===== config.mk =====
export PLATFORM = sky130hd
export DESIGN_NAME = bcd_time_entry
export DESIGN_NICKNAME = d
export VERILOG_FILES = /design/src/rtl/bcd_time_entry.sv
export SDC_FILE = /design/constraint.sdc
export NUM_CORES = 1
export LEC_CHECK = 0
export CAP_MARGIN = 20
export CORE_MARGIN = 5
export CORE_UTILIZATION = 30
export DETAILED_ROUTE_END_ITERATION = 16
export PLACE_DENSITY = 0.65
export SYNTH_ARGS = -nofsm -noshare
export SYNTH_HDL_FRONTEND = slang
export SYNTH_SLANG_ARGS = --single-unit

===== constraint.sdc =====
create_clock -name clk -period 5.25 [get_ports clk]
set_clock_uncertainty 0.1 [all_clocks]
set_input_delay 1.05 -clock clk [delete_from_list [all_inputs] [get_ports clk]]
set_output_delay 1.05 -clock clk [all_outputs]
set_load 0.005 [all_outputs]

===== src/rtl/bcd_time_entry.sv =====
// bcd_time_entry: microwave-style keypad time entry.
// Digits shift in from the right (m:ss, three BCD digits). The enter key
// validates the value and commits it with a one-cycle strobe.
// Optional build macro: SEC_TENS_NORMALIZE_EN -- when defined, an enter
// with tens-of-seconds above 5 carries into the minutes digit (0:75 -> 1:15)
// instead of being rejected, unless minutes is already 9.
module bcd_time_entry (
  input  logic       clk,
  input  logic       rst_n,
  input  logic       key_valid,
  input  logic [3:0] key_code,
  input  logic       timer_busy,
  output logic       key_ready,
  output logic [3:0] min,
  output logic [3:0] sec_tens,
  output logic [3:0] sec_ones,
  output logic       entry_active,
  output logic       time_valid,
  output logic       entry_error
);

  typedef enum logic [1:0] {
    IDLE   = 2'd0,
    ENTRY  = 2'd1,
    COMMIT = 2'd2
  } state_t;

  localparam logic [3:0] KEY_CLEAR = 4'hA;
  localparam logic [3:0] KEY_ENTER = 4'hB;

  state_t     state_reg, state_next;
  logic [1:0] count_reg, count_next;
  logic [3:0] min_reg, min_next;
  logic [3:0] tens_reg, tens_next;
  logic [3:0] ones_reg, ones_next;
  logic       error_reg, error_next;

  logic accept;
  logic is_digit;

  assign key_ready = (state_reg != COMMIT) && !timer_busy;
  assign accept    = key_valid && key_ready;
  assign is_digit  = (key_code <= 4'd9);

  // State, digit count, digits and the reject strobe register.
  always_ff @(posedge clk or negedge rst_n) begin
    if (!rst_n) begin
      state_reg <= IDLE;
      count_reg <= 2'd0;
      min_reg   <= 4'd0;
      tens_reg  <= 4'd0;
      ones_reg  <= 4'd0;
      error_reg <= 1'b0;
    end else begin
      state_reg <= state_next;
      count_reg <= count_next;
      min_reg   <= min_next;
      tens_reg  <= tens_next;
      ones_reg  <= ones_next;
      error_reg <= error_next;
    end
  end

  // Key decode and next-state logic; anything unaccepted holds everything.
  always_comb begin
    state_next = state_reg;
    count_next = count_reg;
    min_next   = min_reg;
    tens_next  = tens_reg;
    ones_next  = ones_reg;
    error_next = 1'b0;

    if (state_reg == COMMIT) begin
      // Commit is a single-cycle strobe; digits are held for the consumer.
      state_next = IDLE;
    end else if (accept) begin
      if (is_digit) begin
        if (state_reg == IDLE) begin
          // First digit of a new entry wipes the previously shown value.
          min_next   = 4'd0;
          tens_next  = 4'd0;
          ones_next  = key_code;
          count_next = 2'd1;
          state_next = ENTRY;
        end else if (count_reg < 2'd3) begin
          min_next   = tens_reg;
          tens_next  = ones_reg;
          ones_next  = key_code;
          count_next = count_reg + 2'd1;
        end
        // A fourth digit is consumed without effect.
      end else if (key_code == KEY_CLEAR) begin
        min_next   = 4'd0;
        tens_next  = 4'd0;
        ones_next  = 4'd0;
        count_next = 2'd0;
        state_next = IDLE;
      end else if ((key_code == KEY_ENTER) && (count_reg != 2'd0)) begin
        if (tens_reg <= 4'd5) begin
          count_next = 2'd0;
          state_next = COMMIT;
        end
`ifdef SEC_TENS_NORMALIZE_EN
        else if (min_reg < 4'd9) begin
          // Carry 60 seconds into the minutes digit.
          min_next   = min_reg + 4'd1;
          tens_next  = tens_reg - 4'd6;
          count_next = 2'd0;
          state_next = COMMIT;
        end
`endif
        else begin
          error_next = 1'b1;
          min_next   = 4'd0;
          tens_next  = 4'd0;
          ones_next  = 4'd0;
          count_next = 2'd0;
          state_next = IDLE;
        end
      end
      // Codes C-F, and enter with nothing typed, are consumed silently.
    end
  end

  assign min          = min_reg;
  assign sec_tens     = tens_reg;
  assign sec_ones     = ones_reg;
  assign entry_active = (state_reg == ENTRY);
  assign time_valid   = (state_reg == COMMIT);
  assign entry_error  = error_reg;

endmodule


==> flow_metrics.py <==
metrics = {
    "logic_synthesis": {
        "synth_seq_area_share_pct": 48.9,
        "syn_inst": 83,
        "netlist.area_leader.share_pct": 48.9,
        "syn_nets": 93,
        "synth.avg_cell_area_sq_um": 10.5,
        "synth_cell_type_count": 23,
        "async_flop_share_pct": 100,
        "yosysTopAreaCell": "dfrtp_1",
        "synth_area_leaders": "dfrtp_1 49%, mux2i_1 13%, inv_1 5.6%, nand2_1 5.2%, mux2_2 3.9%",
        "ys_ff_latch": 17,
        "synthesis.area_sq_um": 871,
        "synth_edf_count": 0,
        "synth_flop_cell": "dfrtp_1",
        "synth_warnings": 0,
    },
    "clocking": {
        "hold_buffers": 0,
        "postCtsSetupBuffers": 0,
        "clock_latency_ps": 290,
        "cts-root-buf": "clkbuf_4",
        "clock_path_buffers": 2,
        "ctsResizeCount": 0,
        "cts_sinks": 17,
        "numCtsBuffers": 3,
        "cts_tree": "built",
        "clk_pin_slew_ps": 90,
        "htreeDepth": 1,
    },
    "sta": {
        "drv_slew": 0,
        "setup_viol": 0,
        "fin_crit_sh_pct": 62.5,
        "relSlewSlack_pct": 48.8,
        "rsz0062_at_grt": "no",
        "hold_viol_final": 0,
        "min_period_ps": 3280,
        "setup_tns_ps": 0,
        "max_freq_mhz": 305,
        "tightest_slew_ps": 766,
    },
    "cells_and_area": {
        "drive_gt1_share_pct": 8.33,
        "layout_commonest_cell": "clkdlybuf4s50_1",
        "syn_to_final_growth_pct": 32.2,
        "nFillCells": 291,
        "n_antenna_cell": 0,
        "final_nets": 119,
        "postLayoutCoreUtil_pct": 41.7,
        "mostFrequentLayoutCells": "23 x clkdlybuf4s50_1, 17 x dfrtp_1, 13 x inv_1, 12 x nand2_1, 11 x mux2i_1",
    },
    "floorplanning": {
        "initial_core_util_pct": 31.6,
        "fp.dieH_microns": 63.9,
        "die_w_microns": 63.9,
        "std_cell_rows": 19,
        "design.core.area_sq_um": 2760,
        "dieArea_sq_um": 4080,
        "boundaryPins": 24,
    },
    "global_route": {
        "grt_max_degree": 18,
        "grt-ovfl-total": 0,
        "grt_pass1_wl_microns": 3080,
        "antenna_found_initial": 0,
        "grt_pass1_vias": 698,
        "grt_use_total_pct": 9.28,
    },
    "critical_path": {
        "endpoint_kind": "output port",
        "path_max_fanout": 2,
        "path_class": "input pin to output port",
        "cp.arrival_ps": 2130,
        "worstPathRequired_ps": 4100,
        "cp-start-kind": "input pin",
    },
    "route": {
        "drtPass1Iterations": 4,
        "drtIter0Drc": 14,
        "antenna_left": 0,
        "drc": 0,
        "viasPerCell": 4.78,
        "wire_per_inst_microns": 13.0,
        "routed-via-count": 664,
        "wl_microns": 1810,
    },
    "placed_design": {
        "io_buffers": 23,
        "dp_hpwl_microns": 1370,
        "gp_congestion": 0.959,
    },
    "power_and_ir_drop": {
        "peakVddDrop_mv": 0.205,
        "leakagePower_nw": 0.479,
        "powerDensity_nw_per_um2": 472,
    },
    "outcome": {
        "outcome": "finished, final reports clean",
    },
    "worst_hold_path": {
        "hp-class": "flop to flop",
    },
    "run": {
        "cap_violations": 0,
    },
}
-- critical path, cell delays in order --
cell and delay (ps):
clkdlybuf4s50_1 430, nor2_1 140, clkdlybuf4s50_1 520
-- Yosys cell counts, drive strengths merged, types with 2 or more instances --
cell   number
a21oi       2
a31o        2
dfrtp      17
ha          2
inv        13
mux2        4
mux2i      11
nand2      12
nor2        2
nor2b       4
nor3        3
nor3b       2
o21ai       2
-- metrics by stage --
step	total power, mW	area [sq um]	instances	hold slack, ps	setup WS, ps
after global placement	0.473	1120	135	411	1710
final	0.544	1150	139	420	1970
after floorplan	0.342	871	83	414	2580
after CTS	0.553	1150	139	424	1960
after global routing	0.589	1150	139	446	1890
after detailed placement	0.480	1120	135	410	1660
-- area by class of cell --
| cell class | count | area [sq um] | area share [%] |
|---|---|---|---|
| Sequential cell | 17 | 425 | 37.0 |
| Multi-Input combinational cell | 51 | 382 | 33.2 |
| Timing Repair Buffer | 23 | 230 | 20.0 |
| Inverter | 13 | 48.8 | 4.24 |
| Tap cell | 31 | 38.8 | 3.37 |
| Clock buffer | 4 | 26.3 | 2.28 |
-- per-layer routing --
metal  up-vias  global-route usage, %  wire length (microns)
met5         -                      0                      0
met4         0                   2.60                     25
met3         4                   4.38                    162
met2        31                   14.2                    788
met1       301                   11.7                    832
li1        328                      -                      -
-- logic make-up (layout without fill, tap and decap cells) --
logic type / count (synthesis) / count (layout) / share of synthesized area (%)
multiplexers: 15 / 15 / 18.2
adder cells (fa/ha/maj): 2 / 2 / 2.87
AND/OR/NAND/NOR: 25 / 25 / 15.4
AO/OA/AOI/OAI: 9 / 9 / 7.33
buffers and inverters: 15 / 40 / 7.33
flip-flops: 17 / 17 / 48.9
-- final timing paths --
| kind | end | slack [ps] | cells past startpoint | start |
|---|---|---|---|---|
| max | key_ready | 1970 | 3 | timer_busy |
| min | min[2]$_DFFE_PN0P_ | 420 | 2 | min[2]$_DFFE_PN0P_ |
| max reg2reg | sec_ones[2]$_DFFE_PN0P_ | 2590 | 6 | count_reg[0]$_DFFE_PN0P_ |
| min reg2reg | min[2]$_DFFE_PN0P_ | 420 | 2 | min[2]$_DFFE_PN0P_ |
| max in group asynchronous | min[0]$_DFFE_PN0P_ | 3470 | 1 | rst_n |
| min in group asynchronous | sec_ones[1]$_DFFE_PN0P_ | 1100 | 1 | rst_n |
-- power by group --
part	total, mW	switching (mW)	internal, mW
Clock	0.0708	0.0413	0.0295
Combinational	0.245	0.0981	0.147
Sequential	0.228	0.0426	0.185
Total	0.544	0.182	0.362
Power figures use the tool's default switching activity.
